$ cat src/rtl/quant_coef_serializer.sv
// quant_coef_serializer: sign-magnitude conversion of quantized L/H pairs into a FWFT coefficient FIFO
module quant_coef_serializer #(
  parameter int DEPTH = 8,
  parameter int MW = 15
) (
  input  logic          clk_qk,
  input  logic          rst,
  input  logic          rst_syn,
  input  logic [16:0]   quant_out_l,
  input  logic [16:0]   quant_out_h,
  input  logic          quant_out_vld,
  input  logic          dwt_work,
  output logic [MW:0]   coef_out,
  output logic          coef_lane,
  output logic          coef_vld,
  input  logic          coef_rdy,
  output logic          fifo_full,
  output logic          ovf_err,
  output logic [MW-1:0] mag_or,
  input  logic          mag_or_clr
);
  localparam int AW = $clog2(DEPTH);
  localparam int CW = AW + 1;
  logic [MW+1:0] mem [DEPTH];
  logic [AW-1:0] wr_ptr, rd_ptr;
  logic [CW-1:0] count, count_nxt;
  logic [MW:0]   cl, ch;
  logic [MW+1:0] head;
  logic          wr_req, push, pop;
  function automatic logic [MW:0] conv(input logic [16:0] x);
    logic [17:0] e, m;
    e = {x[16], x};
    m = x[16] ? 18'(-e) : e;
    return {x[16], (m > 18'((1 << MW) - 1)) ? {MW{1'b1}} : m[MW-1:0]};
  endfunction
  assign cl        = conv(quant_out_l);
  assign ch        = conv(quant_out_h);
  assign wr_req    = quant_out_vld && dwt_work;
  assign push      = wr_req && (count <= CW'(DEPTH - 2));
  assign pop       = coef_vld && coef_rdy;
  assign count_nxt = count + (push ? CW'(2) : CW'(0)) - CW'(pop);
  assign head      = mem[rd_ptr];
  assign coef_vld  = count != '0;
  assign coef_out  = coef_vld ? head[MW:0] : '0;
  assign coef_lane = coef_vld && head[MW+1];
  // storage: L lands at wr_ptr, H at the next slot (wrapping), tagged with its lane
  always_ff @(posedge clk_qk) begin
    if (push) begin
      mem[wr_ptr]          <= {1'b0, cl};
      mem[wr_ptr + AW'(1)] <= {1'b1, ch};
    end
  end
  // pointers, occupancy, flags and magnitude accumulator
  always_ff @(posedge clk_qk or negedge rst) begin
    if (!rst) begin
      wr_ptr    <= '0;
      rd_ptr    <= '0;
      count     <= '0;
      fifo_full <= 1'b0;
      ovf_err   <= 1'b0;
      mag_or    <= '0;
    end else if (rst_syn) begin
      wr_ptr    <= '0;
      rd_ptr    <= '0;
      count     <= '0;
      fifo_full <= 1'b0;
      ovf_err   <= 1'b0;
      mag_or    <= '0;
    end else begin
      if (push) wr_ptr <= wr_ptr + AW'(2);
      if (pop) rd_ptr <= rd_ptr + AW'(1);
      count     <= count_nxt;
      fifo_full <= count_nxt > CW'(DEPTH - 2);
      if (wr_req && !push) ovf_err <= 1'b1;
      if (push) mag_or <= (mag_or_clr ? '0 : mag_or) | cl[MW-1:0] | ch[MW-1:0];
      else if (mag_or_clr) mag_or <= '0;
    end
  end
endmodule

$ cat config.mk
export PLATFORM = sky130hd
export DESIGN_NAME = quant_coef_serializer
export DESIGN_NICKNAME = d
export VERILOG_FILES = /design/src/rtl/quant_coef_serializer.sv
export SDC_FILE = /design/constraint.sdc
export NUM_CORES = 1
export LEC_CHECK = 0
export CAP_MARGIN = 20
export CELL_PAD_IN_SITES_DETAIL_PLACEMENT = 0
export CELL_PAD_IN_SITES_GLOBAL_PLACEMENT = 1
export CORE_MARGIN = 3
export CORE_UTILIZATION = 35
export CTS_BUF_LIST = sky130_fd_sc_hd__clkbuf_16
export DETAILED_ROUTE_END_ITERATION = 8
export GPL_ROUTABILITY_DRIVEN = 1
export HOLD_SLACK_MARGIN = 0.06
export PLACE_DENSITY_LB_ADDON = 0.1
export SLEW_MARGIN = 10
export SYNTH_ARGS = -nofsm -noshare
export SYNTH_HDL_FRONTEND = slang
export SYNTH_SLANG_ARGS = --single-unit
$ cat constraint.sdc
create_clock -name clk_qk -period 4.2 [get_ports clk_qk]
set_input_delay 0.84 -clock clk_qk [delete_from_list [all_inputs] [get_ports clk_qk]]
set_output_delay 0.84 -clock clk_qk [all_outputs]
set_load 0.1 [all_outputs]
==> results.json <==
{
  "status": "complete, no violations",
  "finalCritPeriodShare_pct": 81.61,
  "post_cts_buffers": 0,
  "cp_common_cell": "buf_4",
  "num-nets-final": 806,
  "drt-total-wl_mm": 22.59,
  "grt_use_met1_pct": 26.51,
  "synth_cell_types": 58,
  "track_usage_pct": 19.35,
  "grt_remaining_overflow": 0,
  "dp_hpwl_mm": 15.57,
  "hold_slack_ns": 0.4398,
  "avgRoutedWirePerCell_um": 21.63,
  "cts_hold_buf": 0,
  "critical_path_required_ns": 3.36,
  "r2r_slack_ns": 1.47,
  "die-area_mm2": 0.02472,
  "met3_usage_pct": 3.382,
  "final_antenna_net_count": 0,
  "power_mw": 5.746,
  "cts_buffer_depth": 2,
  "grt_pass1_wl_mm": 35.54,
  "final_max_slew_viol_count": 0,
  "synth_edf_count": 128,
  "clk_pin_slew_worst_paths_ns": 0.06,
  "die-width_um": 157.2,
  "grt_pass1_vias": 5988,
  "worstSetupStartpointType": "register",
  "slowest_stage": "dfrtp_2",
  "crit_type": "reg -> out",
  "end_kind": "output port",
  "area_growth_pct": 21.98,
  "max-cap-violations": 0,
  "cts_tree": "yes",
  "p_per_area_mw_per_mm2": 588.6,
  "viasPerCell": 5.335,
  "avgSynthCellArea_um2": 12.05,
  "synth-seq-area-share_pct": 58.16,
  "root_buffer": "clkbuf_16",
  "drive_above_1_share_pct": 15.97,
  "clkSinkCount": 162,
  "hold_viol": 0,
  "vdd_drop_max_mv": 0.4516,
  "ctsHtreeMaxLevel": 4,
  "yosys_warnings": 0,
  "finClkSkew_ns": 0.009552,
  "drt_iter0_markers": 432,
  "start_util_pct": 36.11,
  "busiest_layer": "met2",
  "hp-class": "reg -> reg",
  "critical_path_buf_inv_count": 2,
  "path_max_fanout": 18,
  "fin_crit_ns": 3.427,
  "core_mm2": 0.02216,
  "n_antenna_cell": 0,
  "finalSetupTns_ns": 0,
  "p_leak_nw": 3.554,
  "cp_top_family": "flip-flops",
  "die_h_um": 157.2,
  "place.gp.congestion": 0.8006,
  "ios": 76,
  "syn_nets": 719,
  "path_cells": "buf_4, mux4_2, mux2i_1, nor2_1, buf_4",
  "maxSlewHeadroom_pct": 27.53,
  "async_reset_ff_share_pct": 16.05,
  "finalSetupViolCount": 0,
  "synth-seq-cells": 162,
  "use_met2_pct": 32.17,
  "tightest_slew_ns": 1.087,
  "finalNonFillerCells": 1044,
  "rows": 54,
  "slowest_delay_ns": 0.77,
  "grt_max_degree": 35,
  "cts-resized-gates": 0,
  "drc": 0,
  "numCtsBuffers": 17,
  "antenna_found_initial": 0,
  "syn_area_mm2": 0.008003,
  "worstSkewPairLatency_ns": 0.42,
  "rsz0062_at_grt": "no",
  "dp.cells": 1012,
  "synth_ff_type": "edfxtp_1",
  "numPortBuffers": 75,
  "clock.fmax_ghz": 0.2918,
  "nFillCells": 2076,
  "synth_cells": 664,
  "dr.pass1.iters": 5,
  "worstPathArrival_ns": 2.59,
  "vias": 5570
}
-- metal layers --
metal	vias up	wire length, um
met5	-	0
met4	0	312
met3	19	1095
met2	167	11160
met1	2790	10020
li1	2594	-
-- synthesized netlist by cell type, types with 3 or more instances --
library cell	n	share of area, %
a21oi_1	13	0.81
nand3_1	6	0.38
o22ai_1	7	0.55
o21ai_0	9	0.56
nor2b_1	9	0.70
clkbuf_1	28	1.3
nand2b_1	8	0.63
a31oi_1	3	0.23
a311oi_1	6	0.66
a22o_1	3	0.33
and2_1	9	0.70
buf_1	5	0.23
nor3_1	10	0.63
mux4_2	34	9.6
o31ai_1	5	0.47
edfxtp_1	128	48
xor2_1	6	0.66
mux2i_1	20	2.5
o21bai_1	3	0.28
nand2_1	28	1.3
buf_2	3	0.19
and3_1	13	1.0
dfxtp_1	8	2.0
inv_1	23	1.1
ha_1	13	2.0
dfrtp_1	26	8.1
or3_1	6	0.47
nor2_1	174	8.2
xnor2_1	15	1.6
nor4_1	5	0.39
-- cells in the final DEF (no fill, tap or decap), types with 6 or more instances in the layout --
master / n
nor2b_1: 9
inv_1: 24
ha_1: 13
or3_1: 6
and2_1: 9
buf_4: 44
mux2i_1: 20
and3_1: 13
mux4_2: 34
xnor2_1: 15
clkdlybuf4s50_1: 57
nand2_1: 28
nand3_1: 6
edfxtp_1: 128
clkbuf_16: 17
nand2b_1: 8
a311oi_1: 6
nor2_1: 174
dfrtp_1: 25
nor3_1: 10
a21oi_1: 13
dfxtp_1: 8
o21ai_0: 9
o22ai_1: 7
xor2_1: 6
-- area by class of cell --
| cell class | count | area [um^2] | area share, % |
|---|---|---|---|
| inverter | 23 | 86.33 | 0.8844 |
| tap | 280 | 350.3 | 3.589 |
| multi-input combinational | 443 | 3123 | 31.99 |
| clock inverter | 15 | 160.2 | 1.641 |
| sequential | 162 | 4656 | 47.69 |
| clock buffer | 17 | 425.4 | 4.358 |
| timing repair buffer | 104 | 960.9 | 9.844 |
-- cells by family (layout without fill, tap and decap cells) --
family                   Yosys count  in the layout  share of synthesized area [%]
multiplexers                      54             54                          12.07
flip-flops                       162            162                          58.16
XOR/XNOR                          21             21                          2.298
AND/OR/NAND/NOR                  283            283                          16.10
adder cells (fa/ha/maj)           14             14                          2.283
buffers and inverters             59            159                          2.814
AO/OA/AOI/OAI                     71             71                          6.270
-- registers in the layout, summed over array words and instances, names as in the netlist --
register and cells:
mag_or 15, mem 136, fifo_full 1, wr_ptr 2, rd_ptr 3, ovf_err 1, count 4
-- where the power goes --
group	internal (mW)	switching, mW	leakage (nW)	total, mW
Combinational	0.639	1.63	1.76	2.27
Clock	0.883	0.650	0.283	1.53
Sequential	1.85	0.0928	1.51	1.94
Total	3.37	2.38	3.55	5.75
-- final timing paths --
check	from	to	depth (start not counted)
max reg2reg	count[2]	fifo_full	13
min in group asynchronous	rst	ovf_err	1
min reg2reg	mem[3][16]	mem[3][16]	1
min	mem[3][16]	mem[3][16]	1
max	rd_ptr[0]	coef_out[12]	5
max in group asynchronous	rst	mag_or[1]	2
-- worst reg2reg max path: stages, from the launching register on --
cell     delay, ns
dfrtp_1       0.42
ha_1          0.23
nand2_1       0.08
mux2i_1       0.24
and3_1        0.21
inv_1         0.11
ha_1          0.28
inv_1         0.06
ha_1          0.14
inv_1         0.05
fa_1          0.37
xnor2_1       0.16
nor2_1        0.07
a21o_1        0.20
-- per-stage QoR --
| stage | area [um^2] | setup slack, ns | util (%) |
|---|---|---|---|
| finish | 9762 | 0.7726 | 44.05 |
| global placement | 9176 | 0.5626 | 41.41 |
| CTS | 9762 | 0.7102 | 44.05 |
| floorplan | 8003 | 0.4711 | - |
| detailed placement | 9176 | 0.5544 | 41.41 |
| global route | 9762 | 0.6014 | 44.05 |
(Power assumes the default switching activity.)
